`src/rtl/multi_ctl_pkg.sv`:
```
// rtl/multi_ctl_pkg.sv - shared state encodings, opcodes and control word for multi_ctl
package multi_ctl_pkg;

    typedef enum logic [3:0] {
        S_FETCH  = 4'd0,
        S_DECODE = 4'd1,
        S_MEMADR = 4'd2,
        S_MEMRD  = 4'd3,
        S_MEMWB  = 4'd4,
        S_MEMWR  = 4'd5,
        S_EXEC   = 4'd6,
        S_RWB    = 4'd7,
        S_BEQ    = 4'd8,
        S_BNE    = 4'd9,
        S_JUMP   = 4'd10,
        S_IEXEC  = 4'd11,
        S_IWB    = 4'd12
    } state_e;

    localparam logic [5:0] OP_R    = 6'b000000;
    localparam logic [5:0] OP_J    = 6'b000010;
    localparam logic [5:0] OP_BEQ  = 6'b000100;
    localparam logic [5:0] OP_BNE  = 6'b000101;
    localparam logic [5:0] OP_ADDI = 6'b001000;
    localparam logic [5:0] OP_LW   = 6'b100011;
    localparam logic [5:0] OP_SW   = 6'b101011;

    localparam logic [1:0] SRCB_REG   = 2'b00;
    localparam logic [1:0] SRCB_FOUR  = 2'b01;
    localparam logic [1:0] SRCB_IMM   = 2'b10;
    localparam logic [1:0] SRCB_SHIMM = 2'b11;

    localparam logic [1:0] ALUOP_ADD   = 2'b00;
    localparam logic [1:0] ALUOP_SUB   = 2'b01;
    localparam logic [1:0] ALUOP_FUNCT = 2'b10;

    localparam logic [1:0] PCSRC_ALU    = 2'b00;
    localparam logic [1:0] PCSRC_ALUOUT = 2'b01;
    localparam logic [1:0] PCSRC_JUMP   = 2'b10;

    typedef struct packed {
        logic       pcwrite;
        logic       pcwritecond;
        logic       pcwritecond_ne;
        logic       iord;
        logic       memread;
        logic       memwrite;
        logic       irwrite;
        logic       memtoreg;
        logic       regdst;
        logic       regwrite;
        logic       alusrca;
        logic [1:0] alusrcb;
        logic [1:0] aluop;
        logic [1:0] pcsource;
    } ctl_t;

endpackage

```
`src/rtl/multi_ctl_dec.sv`:
```
// rtl/multi_ctl_dec.sv - Moore output decoder, purely combinational from the current state
module multi_ctl_dec
    import multi_ctl_pkg::*;
(
    input  state_e state_i,
    output ctl_t   ctl_o
);

    always_comb begin
        ctl_o = '0;
        case (state_i)
            S_FETCH: begin
                ctl_o.memread = 1'b1;
                ctl_o.alusrcb = SRCB_FOUR;
                ctl_o.irwrite = 1'b1;
                ctl_o.pcwrite = 1'b1;
            end
            S_DECODE: ctl_o.alusrcb = SRCB_SHIMM;
            S_MEMADR: begin
                ctl_o.alusrca = 1'b1;
                ctl_o.alusrcb = SRCB_IMM;
            end
            S_MEMRD: begin
                ctl_o.memread = 1'b1;
                ctl_o.iord    = 1'b1;
            end
            S_MEMWB: begin
                ctl_o.regwrite = 1'b1;
                ctl_o.memtoreg = 1'b1;
            end
            S_MEMWR: begin
                ctl_o.memwrite = 1'b1;
                ctl_o.iord     = 1'b1;
            end
            S_EXEC: begin
                ctl_o.alusrca = 1'b1;
                ctl_o.aluop   = ALUOP_FUNCT;
            end
            S_RWB: begin
                ctl_o.regwrite = 1'b1;
                ctl_o.regdst   = 1'b1;
            end
            S_BEQ: begin
                ctl_o.alusrca     = 1'b1;
                ctl_o.aluop       = ALUOP_SUB;
                ctl_o.pcsource    = PCSRC_ALUOUT;
                ctl_o.pcwritecond = 1'b1;
            end
            S_BNE: begin
                ctl_o.alusrca        = 1'b1;
                ctl_o.aluop          = ALUOP_SUB;
                ctl_o.pcsource       = PCSRC_ALUOUT;
                ctl_o.pcwritecond_ne = 1'b1;
            end
            S_JUMP: begin
                ctl_o.pcwrite  = 1'b1;
                ctl_o.pcsource = PCSRC_JUMP;
            end
            S_IEXEC: begin
                ctl_o.alusrca = 1'b1;
                ctl_o.alusrcb = SRCB_IMM;
            end
            S_IWB: ctl_o.regwrite = 1'b1;
            default: ctl_o = '0;
        endcase
    end

endmodule

```
`src/rtl/multi_ctl.sv`:
```
// rtl/multi_ctl.sv - multicycle CPU control FSM: state register, next-state logic and strobe gating
module multi_ctl
    import multi_ctl_pkg::*;
#(
    parameter int MEM_HS = 0,
    parameter int FWIDTH = 6
) (
    input  logic              clk,
    input  logic              reset,
    input  logic [FWIDTH-1:0] opcode,
    input  logic              mem_ready,
    output logic              pcwrite,
    output logic              pcwritecond,
    output logic              pcwritecond_ne,
    output logic              iord,
    output logic              memread,
    output logic              memwrite,
    output logic              irwrite,
    output logic              memtoreg,
    output logic              regdst,
    output logic              regwrite,
    output logic              alusrca,
    output logic [1:0]        alusrcb,
    output logic [1:0]        aluop,
    output logic [1:0]        pcsource,
    output logic              illegal,
    output logic [3:0]        state
);

    localparam logic [FWIDTH-1:0] W_R    = FWIDTH'(OP_R);
    localparam logic [FWIDTH-1:0] W_J    = FWIDTH'(OP_J);
    localparam logic [FWIDTH-1:0] W_BEQ  = FWIDTH'(OP_BEQ);
    localparam logic [FWIDTH-1:0] W_BNE  = FWIDTH'(OP_BNE);
    localparam logic [FWIDTH-1:0] W_ADDI = FWIDTH'(OP_ADDI);
    localparam logic [FWIDTH-1:0] W_LW   = FWIDTH'(OP_LW);
    localparam logic [FWIDTH-1:0] W_SW   = FWIDTH'(OP_SW);

    state_e state_q, state_d;
    ctl_t   ctl;
    logic   mem_done;
    logic   op_known;

    assign mem_done = (MEM_HS == 0) || mem_ready;
    assign op_known = (opcode == W_R)    || (opcode == W_J)  || (opcode == W_BEQ) ||
                      (opcode == W_BNE)  || (opcode == W_ADDI) ||
                      (opcode == W_LW)   || (opcode == W_SW);

    always_ff @(posedge clk or posedge reset) begin
        if (reset) state_q <= S_FETCH;
        else       state_q <= state_d;
    end

    always_comb begin
        state_d = S_FETCH;
        case (state_q)
            S_FETCH:  state_d = mem_done ? S_DECODE : S_FETCH;
            S_DECODE: begin
                if (opcode == W_LW || opcode == W_SW) state_d = S_MEMADR;
                else if (opcode == W_R)               state_d = S_EXEC;
                else if (opcode == W_BEQ)             state_d = S_BEQ;
                else if (opcode == W_BNE)             state_d = S_BNE;
                else if (opcode == W_J)               state_d = S_JUMP;
                else if (opcode == W_ADDI)            state_d = S_IEXEC;
                else                                  state_d = S_FETCH;
            end
            S_MEMADR: state_d = (opcode == W_SW) ? S_MEMWR : S_MEMRD;
            S_MEMRD:  state_d = mem_done ? S_MEMWB : S_MEMRD;
            S_MEMWB:  state_d = S_FETCH;
            S_MEMWR:  state_d = mem_done ? S_FETCH : S_MEMWR;
            S_EXEC:   state_d = S_RWB;
            S_RWB:    state_d = S_FETCH;
            S_BEQ:    state_d = S_FETCH;
            S_BNE:    state_d = S_FETCH;
            S_JUMP:   state_d = S_FETCH;
            S_IEXEC:  state_d = S_IWB;
            S_IWB:    state_d = S_FETCH;
            default:  state_d = S_FETCH;
        endcase
    end

    multi_ctl_dec u_dec (
        .state_i (state_q),
        .ctl_o   (ctl)
    );

    // Reset forces FETCH, whose decoded strobes are active, so strobes are masked while reset is high.
    always_comb begin
        pcwrite        = ctl.pcwrite & ~reset & ((state_q != S_FETCH) | mem_done);
        irwrite        = ctl.irwrite & ~reset & mem_done;
        pcwritecond    = ctl.pcwritecond & ~reset;
        pcwritecond_ne = ctl.pcwritecond_ne & ~reset;
        memread        = ctl.memread & ~reset;
        memwrite       = ctl.memwrite & ~reset;
        regwrite       = ctl.regwrite & ~reset;
        iord           = ctl.iord;
        memtoreg       = ctl.memtoreg;
        regdst         = ctl.regdst;
        alusrca        = ctl.alusrca;
        alusrcb        = ctl.alusrcb;
        aluop          = ctl.aluop;
        pcsource       = ctl.pcsource;
        illegal        = (state_q == S_DECODE) & ~op_known & ~reset;
        state          = state_q;
    end

endmodule
```
`config.mk`:
```
export PLATFORM = sky130hd
export DESIGN_NAME = multi_ctl
export DESIGN_NICKNAME = d
export VERILOG_FILES = /design/src/rtl/multi_ctl_pkg.sv /design/src/rtl/multi_ctl_dec.sv /design/src/rtl/multi_ctl.sv
export SDC_FILE = /design/constraint.sdc
export NUM_CORES = 1
export LEC_CHECK = 0
export CAP_MARGIN = 20
export CORE_MARGIN = 4
export CORE_UTILIZATION = 41
export DETAILED_ROUTE_END_ITERATION = 10
export GPL_ROUTABILITY_DRIVEN = 0
export PLACE_DENSITY = 0.95
export SLEW_MARGIN = 20
export SYNTH_ARGS = -nofsm -noshare
export SYNTH_HDL_FRONTEND = slang
export SYNTH_HIERARCHICAL = 1
export SYNTH_SLANG_ARGS = --single-unit
```
`constraint.sdc`:
```
create_clock -name clk -period 3 [get_ports clk]
set_clock_uncertainty 0.05 [all_clocks]
set_input_delay 0.9 -clock clk [delete_from_list [all_inputs] [get_ports clk]]
set_output_delay 0.9 -clock clk [all_outputs]
set_load 0.02 [all_outputs]
```
# Yosys cells after proc, flatten, opt, wreduce, memory -nomap -nowiden
# Index checks and enable logic that the tools add are counted.
# W data, S select, Z words.
# op_classes
bitwise	11
mux	22
reduce_logical	16
n_eq_ne	18
# op_table
operator	count
$mux W4	6
$pmux W4 S6	1
$eq A4 B4 Y1 const B	5
$eq A4 B3 Y1 const B	4
$eq A6 B3 Y1 const B	2
$eq A6 B6 Y1 const B	2
$mux W1	11
$reduce_or A2 Y1	5
$and A1 B1 Y1	9
$eq A4 B2 Y1 const B	2
$pmux W2 S2	2
$logic_or A1 B1 Y1	7
$eq A6 B2 Y1 const B	1
$eq A6 B4 Y1 const B	1
$logic_not A6 Y1	1
$pmux W2 S3	1
$reduce_or A5 Y1	1
$eq A4 B1 Y1 const B	1
$logic_not A4 Y1	1
$mux W3	1
$reduce_or A3 Y1	1
$not A1 Y1	2
# word_totals
out_inout_bits	22
regBits	4
elab_cells	68

# Longest topological paths before layout
# Gate-level depths: netlist of the first run.
# logic_depth
depth_word	10
ltp_mapped	4
depth_no_buf	3

# Hierarchy
# The synthesis of the first run kept the hierarchy.
# modules_own_cells
module	cells_per_inst	seq_area_each_um2	n_inst	area_each_um2
multi_ctl	47	100.1	1	385.4
multi_ctl_dec	33	0.0	1	205.2

# Least setup slack after synthesis of the first run
# OpenSTA, ideal clock, no wires.
# synth_timing
path_kind	input to output
from	in opcode[2]
to	out illegal
slack_ps	163
path_stages	4
n_path_buf	1
arrival_ps	1887
cell_sequence	buf_4 > mux2_2 > o21bai_1 > a211oi_1
# synth_via
elab_chain_cells	10
elab_cells_between_ends	16
# synth_rtl
item	line_no	source
from (decl)	multi_ctl.sv:10	input logic [FWIDTH-1:0] opcode,
$eq A6 B2 Y1 / $logic_not A6 Y1 (equally long branches)	multi_ctl.sv:44	assign op_known = (opcode == W_R) || (opcode == W_J) || (opcode == W_BEQ) ||
$logic_or A1 B1 Y1 (3 in a row)	multi_ctl.sv:44	
$logic_or A1 B1 Y1 (2 in a row)	multi_ctl.sv:45	(opcode == W_BNE) || (opcode == W_ADDI) ||
$logic_or A1 B1 Y1 (*)	multi_ctl.sv:46	(opcode == W_LW) || (opcode == W_SW);
$not A1 Y1 (*)	multi_ctl.sv:102	illegal = (state_q == S_DECODE) & ~op_known & ~reset;
$and A1 B1 Y1 (*) (2 in a row)	multi_ctl.sv:102	
to (decl)	multi_ctl.sv:26	output logic illegal,
# Every way passes the cells marked *; elsewhere a longest branch is shown, timed or not.

# Worst setup path after layout of the first run
# layout_timing
from	in opcode[4]
to	out illegal
# Same word-level chain as after synthesis.

==> out/metrics.yaml, run 1 <==
run_status:
  run_status: "complete, no violations"
yosys:
  synth_cell_type_count: 39
  ys.flop_type: "dfrtp_1"
  synth_top_area_share_pct: 16.9
  synth-edff-count: 0
  avgSynthCellArea_um2: 7.38
  yosysTopAreaCell: "dfrtp_1"
  yosys_warnings: 6
  ys_ff_latch: 4
  ys_seq_area_share_pct: 16.9
  synth-async-reset-ratio_pct: 100
  synthTopCellsByArea: "dfrtp_1 (17%), nor2b_1 (11%), nor2_1 (7.6%)"
  synthesis.area_um2: 591
  synth_fp_nets: 89
  syn_inst: 80
setup_path:
  worstSetupStartpointType: "primary input"
  worstPathMaxFanout: 2
  cp.required_ns: 2.05
  endpoint_kind: "output port"
  rrSetupSlack_ns: 1.61
  worstPathArrival_ns: 1.98
  worstSetupPathType: "primary input to output port"
die:
  start_util_pct: 44.3
  num_rows: 13
  die_y_um: 46.0
  core_area_um2: 1330
  dieArea_um2: 2110
  io_pins: 31
  die_w_um: 46.0
timing:
  post-route-period-util_pct: 97.5
  fin_ws_ns: 0.0736
  hold_viol: 0
  rsz0062_at_grt: "no"
  finalSetupViolCount: 0
  slew_headroom_pct: 76.8
  period_minus_slack_ns: 2.93
  slew_viol_final: 0
  tns_ns: 0
  fmaxAchievable_ghz: 0.342
  tightest_slew_ns: 0.348
pwr:
  power_leakage_uw: 0.000449
  ir_worst_vdd_mv: 0.238
  powerDensity_nw_per_um2: 529
clock_tree:
  cts_buffers: 3
  cts-htree-levels: 1
  tritoncts: "yes"
  clock_sinks: 4
  worst_skew_pair.late_latency_ns: 0.23
  cts_setup_buffers: 0
  cts_root_buf: "clkbuf_4"
  hold_buffers: 0
  clk_pin_slew_ns: 0.04
  clockBufferDepth: 2
detailed_routing:
  vias: 784
  drt_wl_total_um: 1720
  drt_iter0_drc: 24
  drc: 0
  via_per_inst: 5.68
  final_antenna_net_count: 0
  dr.pass1.iters: 4
  wl_per_cell_um: 12.4
cells_and_area:
  final_cell_mix: "clkdlybuf4s50_1 (17), buf_4 (16), nor2_1 (12)"
  antenna_cells: 0
  final_area_um2: 993
  largest_reg_flops: 4
  fill_cells: 113
  multiInputGateArea_um2: 445
  fin_nets: 134
  areaGrowthSynthToFinish_pct: 68.2
  final_common_cell: "clkdlybuf4s50_1"
  seqCellArea_um2: 100
  drive_gt1_share_pct: 20.3
placement:
  place_area_um2: 981
  io_buffers: 29
  place_ws_ns: -0.533
  dp_hpwl_um: 1400
global_route:
  grt_first_pass_wirelength_um: 2840
  grt_overflow_total: 0
  grt_max_degree: 15
  grt_use_total_pct: 18.4
  antenna_found_initial: 0
  grt_pass1_vias: 683
flow_run:
  maxCapViolations: 0
hold_path:
  hp-class: "flip-flop to flip-flop"
-- power by group --
part | internal [µW] | switching, µW | total (µW)
clock network | 44.6 | 20.2 | 64.8
registers | 65.8 | 32.7 | 98.4
logic | 180 | 182 | 363
total | 291 | 235 | 526
-- what timing repair did --
item | 4_1_cts | 5_1_grt
pin swaps | 1 | 0
gates resized for setup | 15 | 2
setup endpoints to repair | 8 | 2
gates cloned | 0 | 0
-- routing by layer --
layer / up-vias / global-route usage, % / share of wire, %
met5: - / 0 / 0
met3: 6 / 3.16 / 12
met1: 347 / 19.3 / 37
met2: 49 / 34.9 / 49
met4: 0 / 7.39 / 1.7
li1: 382 / - / -
-- stage by stage --
step	cells	hold WS [ns]	utilization, %	total power, µW
CTS	138	0.616	73.9	529
detailed placement	135	0.612	73.5	481
floorplan	80	0.606	-	310
finish	138	0.623	74.5	526
global route	138	0.685	74.5	569
global placement	135	0.566	73.5	467
-- cell usage after synthesis (2+ instances only) --
cell type and number:
nand2_1 4, nor3_1 5, nor2b_1 10, nor2_1 12, a21boi_0 2, o211ai_1 2
dfrtp_1 4, inv_1 3, buf_4 3, a211oi_1 3, nand2b_1 4
-- final cells by class --
type / count / share of cell area (%)
Sequential cell: 4 / 10.1
Multi-Input combinational cell: 68 / 44.8
Inverter: 3 / 1.13
Clock buffer: 3 / 2.27
Tap cell: 15 / 1.89
Timing Repair Buffer: 45 / 39.8
-- critical path, cell delays in order --
cell and delay [ns]:
clkdlybuf4s50_1 0.48, nor2_1 0.06, and4_1 0.21, a211oi_2 0.13, buf_2 0.19
-- kinds of logic after synthesis --
group                     after synthesis  share of synthesized area, %
and+or+nand+nor                        49                          49.2
AOI/OAI and AO/OA                      16                          20.3
buffers and inverters                   8                          8.47
DFF                                     4                          16.9
muxes                                   2                          3.60
xor gates and xnor gates                1                          1.48
-- final timing paths --
path	endpoint	depth (start not counted)	start
max in group asynchronous	state[0]	3	reset
min	state[3]	2	state[3]
max reg2reg	state[3]	4	state[1]
min reg2reg	state[3]	2	state[3]
min in group asynchronous	state[3]	3	reset
max	illegal	5	opcode[4]
Note: power is estimated with default switching activity, not from simulation.
==> inputs of run 2 (changes only) <==
--- a/config.mk
+++ b/config.mk
@@ -5,11 +5,11 @@
 export SDC_FILE = /design/constraint.sdc
 export NUM_CORES = 1
 export LEC_CHECK = 0
-export CAP_MARGIN = 20
-export CORE_MARGIN = 4
+export CORE_MARGIN = 2
 export CORE_UTILIZATION = 41
 export DETAILED_ROUTE_END_ITERATION = 10
 export GPL_ROUTABILITY_DRIVEN = 0
+export GPL_TIMING_DRIVEN = 0
 export PLACE_DENSITY = 0.95
 export SLEW_MARGIN = 20
 export SYNTH_ARGS = -nofsm -noshare
==> run 2 against run 1 <==
Compared with the run above:
- critical path depth shrank 1
- via count shrank 7.9%
- largest power group unchanged
- critical endpoint is now memtoreg
- first-iteration DRC count shrank 21%
- flip-flop and latch count is the same
- setup slack gained 0.053 ns
- utilization shrank 7.0 points
==> out/metrics.yaml, run 2 (same netlist as run 1, synthesis figures left out) <==
global_route:
  grt_first_pass_wirelength_um: 2590
  globalRoute.busiestLayer: "met2"
  grt_overflow_total: 0
  use_met2_pct: 35.3
  antenna_found_initial: 0
  grt_pass1_vias: 653
  grt_max_degree: 15
  use_met1_pct: 19.3
  grtUsageMet3_pct: 3.48
  grt_use_total_pct: 18.5
clock_tree:
  clockBufferDepth: 2
  cts_root_buf: "clkbuf_4"
  clock_sinks: 4
  clk_pin_slew_ns: 0.04
  worst_skew_pair.late_latency_ns: 0.23
  tritoncts: "yes"
  cts_setup_buffers: 0
  hold_buffers: 0
  cts-htree-levels: 1
  cts_buffers: 3
cells_and_area:
  multiInputGateArea_um2: 440
  drive_gt1_share_pct: 12.7
  areaGrowthSynthToFinish_pct: 50.6
  largest_reg_flops: 4
  fill_cells: 122
  final_common_cell: "clkdlybuf4s50_1"
  seqCellArea_um2: 100
  fin_nets: 121
  final_cell_mix: "clkdlybuf4s50_1 (14), nor2_1 (12), nor2b_1 (10), dlygate4sd2_1 (10), nor3_1 (5)"
  antenna_cells: 0
timing:
  rsz0062_at_grt: "no"
  hold_viol: 0
  holdWs_ns: 0.589
  slew_viol_final: 0
  slew_headroom_pct: 74.9
  period_minus_slack_ns: 2.87
  fmaxAchievable_ghz: 0.348
  finalSetupViolCount: 0
  post-route-period-util_pct: 95.8
  tightest_slew_ns: 0.376
detailed_routing:
  drt_iter0_drc: 19
  final_antenna_net_count: 0
  drt_wl_total_um: 1540
  drc: 0
  dr.pass1.iters: 4
  wl_per_cell_um: 12.3
  vias: 722
  via_per_inst: 5.78
run_status:
  run_status: "complete, no violations"
hold_path:
  holdPathEnd: "state[0]"
  hp-class: "flip-flop to flip-flop"
  min_path_cells: 1
  min_from: "state[3]"
setup_path:
  r2r-end: "state[2]"
  r2r-start: "state[1]"
  worstPathArrival_ns: 1.92
  cp.required_ns: 2.05
  reg2regPathDepth: 3
  worstSetupStartpointType: "flip-flop"
  worstPathMaxFanout: 10
  rrSetupSlack_ns: 1.62
  endpoint_kind: "output port"
  worstSetupPathType: "flip-flop to output port"
die:
  start_util_pct: 44.8
  num_rows: 13
  core_area_um2: 1320
  io_pins: 31
  dieArea_um2: 1760
  die_w_um: 42.0
  die_y_um: 42.0
pwr:
  p_int_uw: 266
  swShare_pct: 46.6
  power_leakage_uw: 0.000399
  p_sw_uw: 232
  clkPwrFrac_pct: 13.5
  combPwrFrac_pct: 66.6
  ir_worst_vdd_mv: 0.244
  powerDensity_nw_per_um2: 559
  seq_power_share_pct: 19.9
  power_uw: 497
flow_run:
  maxCapViolations: 0
placement:
  dp_hpwl_um: 1230
  io_buffers: 27
run 2: power groups by stage:
stage / Clock (µW) / Sequential, µW / Combinational (µW)
after detailed placement: 0 / 99.9 / 357
after floorplan: 0 / 105 / 205
final: 67.1 / 99.2 / 331
after global routing: 70.6 / 105 / 359
after global placement: 0 / 98.7 / 345
after CTS: 69.0 / 99.1 / 334
run 2: metal layers:
layer	vias up	part of all wire, %
met5	-	0
met1	338	39
met2	32	53
met4	0	0
li1	352	-
met3	0	8.1
run 2: timing repair:
action / in CTS / in global routing
setup endpoints to repair: 9 / 2
gates resized for setup: 16 / 2
pin swaps: 0 / 0
cloned: 0 / 0
run 2: worst max-delay path by stage:
stage / startpoint / to / slack [ns] / cells after the start
2_1_floorplan: opcode[2] / illegal / 0.16 / 4
3_3_place_gp: opcode[3] / illegal / -0.58 / 5
3_5_place_dp: opcode[3] / illegal / -0.58 / 5
4_1_cts: state[1] / pcwritecond / 0.03 / 5
5_1_grt: opcode[3] / illegal / 0.04 / 5
6_report: state[1] / memtoreg / 0.13 / 4
run 2: through the flow:
step / util (%) / TNS (ns) / worst slack, ns / std cells / instance area (µm²)
finish: 67.5 / 0 / 0.127 / 125 / 890
detailed placement: 66.8 / -1.80 / -0.581 / 122 / 880
global placement: 66.8 / -1.55 / -0.579 / 122 / 880
global route: 67.5 / 0 / 0.0367 / 125 / 890
floorplan: - / 0 / 0.163 / 80 / 591
CTS: 67.1 / 0 / 0.0282 / 125 / 885
run 2: area by class of cell:
class	instances	area share [%]
Sequential cell	4	11.3
Clock buffer	3	2.53
Multi-Input combinational cell	68	49.5
Timing Repair Buffer	27	29.0
Inverter	3	1.27
Buffer	5	4.36
Tap cell	15	2.11
run 2: critical path, cell delays in order, from the launching register on:
cell and delay [ns]:
dfrtp_1 0.47, buf_4 0.22, or2_1 0.27, nor2_1 0.13, clkdlybuf4s50_1 0.61
